<file path="config.mk">
export PLATFORM = sky130hd
export DESIGN_NAME = shift_sequencer_flat
export DESIGN_NICKNAME = d
export VERILOG_FILES = /design/src/rtl/shift_sequencer_if.sv /design/src/rtl/shift_sequencer.sv /design/src/flat_wrapper.sv
export SDC_FILE = /design/constraint.sdc
export NUM_CORES = 1
export LEC_CHECK = 0
export ABC_CLOCK_PERIOD_IN_PS = 1700
export BUFFER_PORTS_ARGS = -buffer_cell sky130_fd_sc_hd__buf_2
export CAP_MARGIN = 20
export CORE_AREA = 3 3 91 93
export DETAILED_ROUTE_END_ITERATION = 8
export DIE_AREA = 0 0 94 96
export GPL_ROUTABILITY_DRIVEN = 0
export MAX_ROUTING_LAYER = met4
export PLACE_DENSITY = 0.74
export SETUP_SLACK_MARGIN = 0.05
export SLEW_MARGIN = 10
export SYNTH_ARGS = -nofsm -noshare
export SYNTH_HDL_FRONTEND = slang
export SYNTH_SLANG_ARGS = --single-unit
</file>
<file path="constraint.sdc">
create_clock -name Clk -period 1.7 [get_ports Clk]
set_input_delay 0.085 -clock Clk [delete_from_list [all_inputs] [get_ports Clk]]
set_output_delay 0.085 -clock Clk [all_outputs]
set_load 0.01 [all_outputs]
</file>
<file path="src/rtl/shift_sequencer_if.sv">
// shift_sequencer_if -- handshake and data bundle for the iterative shifter.
//   master : request side; drives Start, InstructionReg, Rm, CarryIn and
//            observes O, CarryOut, Busy, Done.
//   slave  : the shifter itself; the mirror image of master.
// Signal names are kept identical to the original flat port list so that
// existing callers map one-to-one onto the bundle.
interface shift_sequencer_if;
  logic        Start;
  logic [31:0] InstructionReg;
  logic [31:0] Rm;
  logic        CarryIn;
  logic [31:0] O;
  logic        CarryOut;
  logic        Busy;
  logic        Done;

  modport master (
    output Start, InstructionReg, Rm, CarryIn,
    input  O, CarryOut, Busy, Done
  );

  modport slave (
    input  Start, InstructionReg, Rm, CarryIn,
    output O, CarryOut, Busy, Done
  );
endinterface

</file>
<file path="src/rtl/shift_sequencer.sv">
// shift_sequencer -- one-bit-per-cycle shifter-operand generator.
//   Clk   : sole clock, rising edge.
//   Reset : synchronous, active-low; clears state and all outputs.
//   bus   : shift_sequencer_if.slave
//     Start/InstructionReg/Rm/CarryIn : request, sampled only when accepted
//                                       in IDLE.
//     O/CarryOut : registered result, held in IDLE until the next request.
//     Busy       : high from the accepting edge through the Done cycle.
//     Done       : one-cycle pulse marking O/CarryOut valid.
// The operand, step count, operation and fill bit are decoded from the
// instruction on the accepting edge; SHIFT then moves O one bit per cycle
// until the counter reaches zero, and DONE raises the completion pulse.
module shift_sequencer (
  input logic            Clk,
  input logic            Reset,
  shift_sequencer_if.slave bus
);

  typedef enum logic [1:0] {
    IDLE,
    SHIFT,
    DONE
  } state_t;

  typedef enum logic [2:0] {
    OP_LSL,
    OP_LSR,
    OP_ASR,
    OP_ROR,
    OP_RRX
  } op_t;

  state_t      state;
  op_t         op;
  logic [5:0]  count;
  logic        fill;

  // decoded request, valid while Start is presented in IDLE
  logic [31:0] dec_opnd;
  logic [5:0]  dec_count;
  op_t         dec_op;
  logic        dec_fill;

  // one step of the current operation applied to O
  logic [31:0] step_o;
  logic        step_c;

  logic [31:0] ir;
  logic [4:0]  imm;
  logic [2:0]  cls;

  assign ir  = bus.InstructionReg;
  assign imm = ir[11:7];
  assign cls = ir[27:25];

  // condition field and bit 24 play no part in operand generation
  logic unused_ir;
  assign unused_ir = &{1'b0, ir[31:28], ir[24]};

  always_comb begin
    dec_opnd  = {20'b0, ir[11:0]};
    dec_count = '0;
    dec_op    = OP_LSL;
    dec_fill  = 1'b0;
    if (cls == 3'b001) begin
      // rotated 8-bit immediate, rotate amount is twice the 4-bit field
      dec_opnd  = {24'b0, ir[7:0]};
      dec_count = {1'b0, ir[11:8], 1'b0};
      dec_op    = OP_ROR;
    end else if (cls == 3'b000 && !ir[4]) begin
      dec_opnd = bus.Rm;
      unique case (ir[6:5])
        2'b00: begin
          dec_op    = OP_LSL;
          dec_count = {1'b0, imm};
        end
        2'b01: begin
          dec_op    = OP_LSR;
          dec_count = (imm == 5'd0) ? 6'd32 : {1'b0, imm};
        end
        2'b10: begin
          dec_op    = OP_ASR;
          dec_count = (imm == 5'd0) ? 6'd32 : {1'b0, imm};
          dec_fill  = bus.Rm[31];
        end
        default: begin
          if (imm == 5'd0) begin
            // ROR #0 encodes RRX: single step, carry flag enters bit 31
            dec_op    = OP_RRX;
            dec_count = 6'd1;
            dec_fill  = bus.CarryIn;
          end else begin
            dec_op    = OP_ROR;
            dec_count = {1'b0, imm};
          end
        end
      endcase
    end else if (cls == 3'b101) begin
      // branch offset: sign-extended word offset scaled by 4
      dec_opnd  = {{8{ir[23]}}, ir[23:0]};
      dec_count = 6'd2;
      dec_op    = OP_LSL;
    end
  end

  always_comb begin
    step_o = bus.O;
    step_c = bus.CarryOut;
    case (op)
      OP_LSL: begin
        step_o = {bus.O[30:0], 1'b0};
        step_c = bus.O[31];
      end
      OP_LSR: begin
        step_o = {1'b0, bus.O[31:1]};
        step_c = bus.O[0];
      end
      OP_ASR, OP_RRX: begin
        // fill was latched at acceptance: original bit 31 or CarryIn
        step_o = {fill, bus.O[31:1]};
        step_c = bus.O[0];
      end
      OP_ROR: begin
        step_o = {bus.O[0], bus.O[31:1]};
        step_c = bus.O[0];
      end
      default: begin
        step_o = bus.O;
        step_c = bus.CarryOut;
      end
    endcase
  end

  always_ff @(posedge Clk) begin
    if (!Reset) begin
      state        <= IDLE;
      op           <= OP_LSL;
      count        <= '0;
      fill         <= 1'b0;
      bus.O        <= '0;
      bus.CarryOut <= 1'b0;
      bus.Busy     <= 1'b0;
      bus.Done     <= 1'b0;
    end else begin
      case (state)
        IDLE: begin
          if (bus.Start) begin
            // CarryOut preloads CarryIn so a zero-step op reports it unchanged
            bus.O        <= dec_opnd;
            bus.CarryOut <= bus.CarryIn;
            count        <= dec_count;
            op           <= dec_op;
            fill         <= dec_fill;
            bus.Busy     <= 1'b1;
            state        <= SHIFT;
          end
        end
        SHIFT: begin
          if (count != 6'd0) begin
            bus.O        <= step_o;
            bus.CarryOut <= step_c;
            count        <= count - 6'd1;
          end else begin
            bus.Done <= 1'b1;
            state    <= DONE;
          end
        end
        DONE: begin
          bus.Done <= 1'b0;
          bus.Busy <= 1'b0;
          state    <= IDLE;
        end
        default: begin
          bus.Done <= 1'b0;
          bus.Busy <= 1'b0;
          state    <= IDLE;
        end
      endcase
    end
  end

endmodule

</file>
<file path="src/flat_wrapper.sv">
// flat-port wrapper written by rule: the top's interface ports become plain ports
module shift_sequencer_flat 
  (Clk, Reset, bus_Start, bus_InstructionReg, bus_Rm, bus_CarryIn, bus_O, bus_CarryOut, bus_Busy, bus_Done);
  shift_sequencer_if bus_i ();
  input logic Clk;
  input logic Reset;
  input wire logic [$bits(bus_i.Start)-1:0] bus_Start;
  input wire logic [$bits(bus_i.InstructionReg)-1:0] bus_InstructionReg;
  input wire logic [$bits(bus_i.Rm)-1:0] bus_Rm;
  input wire logic [$bits(bus_i.CarryIn)-1:0] bus_CarryIn;
  output wire logic [$bits(bus_i.O)-1:0] bus_O;
  output wire logic [$bits(bus_i.CarryOut)-1:0] bus_CarryOut;
  output wire logic [$bits(bus_i.Busy)-1:0] bus_Busy;
  output wire logic [$bits(bus_i.Done)-1:0] bus_Done;
  assign bus_i.Start = bus_Start;
  assign bus_i.InstructionReg = bus_InstructionReg;
  assign bus_i.Rm = bus_Rm;
  assign bus_i.CarryIn = bus_CarryIn;
  assign bus_O = bus_i.O;
  assign bus_CarryOut = bus_i.CarryOut;
  assign bus_Busy = bus_i.Busy;
  assign bus_Done = bus_i.Done;
  shift_sequencer u_core (.Clk(Clk), .Reset(Reset), .bus(bus_i));
endmodule
</file>
Word level (Yosys, flattened, before mapping). Index checks and enable logic that the tools add are counted.

Register bits after elaboration: 47. Bits of input ports: 68. Output and inout port bits: 35.

$add $sub $neg: 1. Eq/ne operators: 14. Multiplexer cells: 35. Bitwise logic cells: 2. Reduce and logical (&&, ||, !) cells: 20.

Operators by type and width (number): 2-to-1 mux 32 bit (5); case mux 32 bit (4 select lines) (1); case mux 32 bit (2 select lines) (1); 2-to-1 mux 6 bit (5); case mux 6 bit (2 select lines) (2); case mux 1 bit (2 select lines) (5); 2-to-1 mux 3 bit (3); case mux 3 bit (3 select lines) (1); AND reduction 2 bit (4); AND reduction 4 bit (2); 2-to-1 mux 1 bit (7); equality test 3 x 1 -> 1 bit (second input constant) (2); equality test 3 x 2 -> 1 bit (second input constant) (2); equality test 3 bit (second input constant) (2); zero test 3 bit (2); 2-to-1 mux 2 bit (3); nonzero test 6 bit (1); OR reduction 2 bit (3); subtractor 6 x 1 -> 6 bit (second input constant) (1); zero test 5 bit (1); 2-to-1 mux 5 bit (1); != test 5 bit (second input constant) (1); equality test 2 x 1 -> 1 bit (second input constant) (2); zero test 2 bit (2); 11 further kinds (13).

Depth between registers and ports, before layout.
Word-level depth: 7. Gate-level depth with buffers: 7. Gate-level depth less buffers: 6.

Worst setup path before layout. No wires, ideal clock.

Kind: reg-to-reg. From: reg u_core.op[1]. To: reg u_core.bus.O[15]. Setup time: 0.122 ns. Data arrival time: 1.715 ns. Required time: 1.578 ns. Setup slack: -0.137 ns. Cell stages (with the launch flop): 8. Clock period less this slack: 1.837 ns. Cells stage by stage: dfxtp_1 buf_2 o21a_1 buf_2 a211oi_2 nand2_1 buf_2 o311a_1.

Longest elaborated chain between the ends: 5. Elaborated cells on any way between the ends: 11. Classes of those cells: eq/ne: 5; mux: 3; reduce/logical: 3.

RTL lines: start: declaration (RTL line shift_sequencer.sv:34) `op_t op;`; start signal: assignment (RTL line shift_sequencer.sv:152) `op <= dec_op;`; equality test 3 x 2 -> 1 bit / equality test 3 bit (equally long branches) (RTL line shift_sequencer.sv:109) `case (op)`; OR reduction 2 bit; case mux 32 bit (4 select lines) (RTL line shift_sequencer.sv:109); 2-to-1 mux 32 bit (RTL line shift_sequencer.sv:159) `if (count != 6'd0) begin`; case mux 32 bit (2 select lines) (RTL line shift_sequencer.sv:145) `case (state)`; end signal: assignment (RTL line shift_sequencer.sv:149) `bus.O <= dec_opnd;`; end signal: assignment (RTL line shift_sequencer.sv:160) `bus.O <= step_o;`; end: declaration (RTL line shift_sequencer_if.sv:24) `output O, CarryOut, Busy, Done`.

Parallel ways exist; a longest one is shown, timed or not. The select of a mux whose other input is x is not followed. A chain may end at the register's enable or synchronous reset.

Worst setup path in the final report.
From: reg u_core.op[1]. To: reg u_core.bus.O[12].

The elaborated chain is that of the path after synthesis.

==> flow_metrics.py <==
metrics = {
    "clock_tree": {
        "clock_latency_ns": 0.30,
        "clockBufferDepth": 2,
        "cts_tree": "done",
        "cts_max_level": 2,
        "cts_made_buffers": 5,
        "cts_root_buf": "clkbuf_8",
        "cts_hold_buf": 0,
        "cts.sinks": 47,
        "cts.clk_slew.worst_paths_ns": 0.09,
    },
    "logic_synthesis": {
        "synth_cell_types": 56,
        "seq_area_frac_synth_pct": 28.2,
        "synth-simple-area-share_pct": 22.3,
        "synthArstFlopShare_pct": 0,
        "synthAdderAreaFrac_pct": 2.25,
        "synth_ff_type": "dfxtp_1",
        "netlist_area_mm2": 0.00334,
        "synthMuxAreaShare_pct": 2.10,
        "ys_seq_elements": 47,
        "synth_cells": 434,
        "yosys_warnings": 0,
        "avgSynthCellArea_um2": 7.69,
        "synth_edf_count": 0,
        "synth_compound_area_share_pct": 37.3,
        "synth_top_family_by_area": "compound AO/OA/AOI/OAI gates",
        "synth-xor-area-share_pct": 1.05,
        "syn_nets": 508,
    },
    "timing": {
        "min_period_ns": 1.64,
        "worst_slew_pin_slew_ns": 0.522,
        "fmax_ghz": 0.609,
        "setup_tns_ns": 0,
        "slew-limit-headroom_pct": 65.1,
        "fin_crit_sh_pct": 96.6,
        "clock_skew_ns": 0.00991,
        "finalMaxSlewViolations": 0,
        "rsz0062_at_grt": "yes",
        "setup_slack_ns": 0.0574,
        "finalSetupViolCount": 0,
        "hold_viol_final": 0,
    },
    "power": {
        "p_leak_nw": 1.88,
        "power.density_mw_per_mm2": 958,
        "ir_drop_mv": 0.510,
    },
    "worst_setup_path": {
        "critPathKind": "reg2reg",
        "end_kind": "register",
        "crit_path_start_kind": "register",
        "arrival_ns": 1.84,
        "crit_family": "compound AO/OA/AOI/OAI gates",
        "critPathBufInv": 1,
        "reg2reg_depth": 5,
        "regToRegStartpoint": "u_core.op[1]",
        "crit_required_ns": 1.90,
        "crit_slowest_cell": "o311a_1",
        "cp_slowest_stage_delay_ns": 0.37,
        "path_cells": "o21a_4 -> a211oi_4 -> buf_6 -> nand2_4 -> o311a_1",
        "rrSetupSlack_ns": 0.06,
        "critPathMaxFanout": 13,
        "startpoint": "u_core.op[1]",
        "r2r-end": "u_core.bus.O[12]",
    },
    "detailed_routing": {
        "dr_wl_met2_mm": 5.27,
        "top_layer": "met4",
        "drt_pass1_iterations": 4,
        "via_count": 4018,
        "postRouteAntennaNets": 0,
        "met3RoutedLength_um": 979,
        "dr.first_iter.drc_count": 251,
        "wire_per_inst_um": 17.0,
        "routed_via_density": 6.13,
        "met1Wirelength_mm": 4.77,
        "routed_wl_mm": 11.2,
        "drc_errors": 0,
    },
    "cells_and_area": {
        "final_net_count": 626,
        "design_area_mm2": 0.00448,
        "drive_above_1_share_pct": 37.3,
        "instances_no_fill": 655,
        "synthToLayoutAreaGrowth_pct": 34.1,
        "num_antenna_cells": 0,
        "fill_cells": 691,
    },
    "worst_hold_path": {
        "worstHoldEndpoint": "u_core.count[4]",
        "hp-start": "bus_InstructionReg[11]",
        "hold_depth": 3,
        "holdCritPathClass": "in2reg",
    },
    "global_route": {
        "overflow": 0,
        "antenna_found_initial": 0,
        "grt_usage_pct": 24.9,
        "grt_pass1_vias": 3619,
        "grt_pass1_wl_mm": 17.6,
        "grt_max_degree": 30,
    },
    "place": {
        "place_inst": 643,
        "dp.final_hpwl_mm": 7.99,
        "postPlaceCellArea_mm2": 0.00422,
        "port_buffers": 97,
        "post-place-ws_ns": -0.135,
    },
    "floorplan": {
        "core_mm2": 0.00761,
        "ios": 103,
        "die_x_um": 94,
        "start_util_pct": 43.9,
        "fp-row-count": 32,
        "die-area_mm2": 0.00902,
        "die_h_um": 96,
    },
    "run": {
        "cap_violations": 0,
    },
    "outcome": {
        "status": "finished clean",
    },
}
-- metal layers --
metal	vias up	GRT usage [%]
met5	-	-
met4	0	6.14
met3	20	2.97
met2	228	40.3
met1	1885	33.4
li1	1885	-
-- final cells by class --
class	instances	area, um^2	area share (%)
sequential	47	945	21.1
clock buffer	6	82.6	1.84
inverter	6	22.5	0.503
multi-input combinational	336	2260	50.5
tap	102	128	2.85
clock inverter	2	35.0	0.782
timing repair buffer	156	1000	22.4
-- synthesized netlist by cell type, drive strengths merged, types with 2 or more instances --
cell    number  area, um^2
o31ai        8        60.1
o32ai        2        17.5
mux2i        7        70.1
or3         15        93.8
nor3        21         110
o221a       13         146
o21ai       44         220
and3         2        12.5
nand3b       2        15.0
buf         15        91.3
and2         2        12.5
nor2b        3        18.8
inv          6        22.5
nor3b        3        22.5
nor2        18        67.6
a311oi      11        96.3
a21boi       2        15.0
clkbuf      30         113
nand2b       3        18.8
dfxtp       47         941
or3b         2        20.0
a211oi       2        32.5
a21o        19         143
or2          2        12.5
nand3       34         170
or4          2        22.5
a21oi       43         215
xnor2        2        17.5
o22ai        3        18.8
ha           6        75.1
o311a       11         110
xor2         2        17.5
nand2       30         113
a31oi        2        12.5
o211ai       7        52.6
-- power by group --
group | switching, W | internal (W)
clock | 0.000394 | 0.000476
combinational | 0.00103 | 0.000885
sequential | 0.000204 | 0.00130
total | 0.00163 | 0.00266
-- worst reg2reg max path, stage by stage (launching register included) --
cell and delay, ns:
dfxtp_2 0.35, o21a_4 0.25, a211oi_4 0.29, buf_6 0.16
nand2_4 0.12, o311a_1 0.37
-- cell families after synthesis --
| kind of cell | Yosys count |
|---|---|
| AOI/OAI and AO/OA | 176 |
| and+or+nand+nor | 143 |
| buffers and inverters | 51 |
| DFF | 47 |
| muxes | 7 |
| adders and majority gates | 6 |
| xor gates and xnor gates | 4 |
-- flip-flops by register name, indices dropped and copies added, names as in the netlist --
register             cells
u_core.bus.Busy          1
u_core.bus.CarryOut      1
u_core.bus.Done          1
u_core.bus.O            32
u_core.count             6
u_core.fill              1
u_core.op                3
u_core.state             2
-- repair_timing --
action / in CTS / in global routing
setup endpoints to repair: 28 / 38
buffers inserted: 2 / 0
cloned: 1 / 1
pin swaps: 1 / 7
gates resized for setup: 8 / 25
-- stage by stage --
stage | hold WS [ns] | total power [W] | util, %
2_1_floorplan | 0.261 | 0.00259 | -
3_3_place_gp | 0.444 | 0.00323 | 55.4
3_5_place_dp | 0.449 | 0.00328 | 55.4
4_1_cts | 0.126 | 0.00418 | 57.7
5_1_grt | 0.131 | 0.00455 | 58.9
6_report | 0.126 | 0.00429 | 58.9
-- worst max path at each step --
stage                             endpoint  slack (ns)  cells after the start
after floorplan           u_core.bus.O[15]        0.05                      7
after global placement     u_core.count[0]       -0.08                      5
after detailed placement   u_core.count[0]       -0.14                      5
after CTS                  u_core.bus.O[8]        0.05                      5
after global routing       u_core.bus.O[1]        0.02                      6
final                     u_core.bus.O[12]        0.06                      5
-- cell usage in the layout, fill, tap and decap left out, drive strengths merged, types with 2 or more instances in the layout --
master	synthesis	routed
a311oi	11	11
and2	2	2
mux2i	7	7
o221a	13	13
nor2	18	18
nor3	21	21
nand3	34	34
o32ai	2	2
and3	2	2
inv	6	6
nand2	30	30
a21o	19	19
xor2	2	2
nand2b	3	3
a211oi	2	2
o211ai	7	7
nor2b	3	3
o31ai	8	8
a31oi	2	2
clkbuf	30	7
o21ai	44	44
a21boi	2	2
buf	15	155
dfxtp	47	47
a21oi	43	43
ha	6	6
o22ai	3	3
or3	15	15
or2	2	2
or3b	2	2
nor3b	3	3
xnor2	2	2
o311a	11	11
nand3b	2	2
or4	2	2
Note: power is estimated with default switching activity, not from simulation.
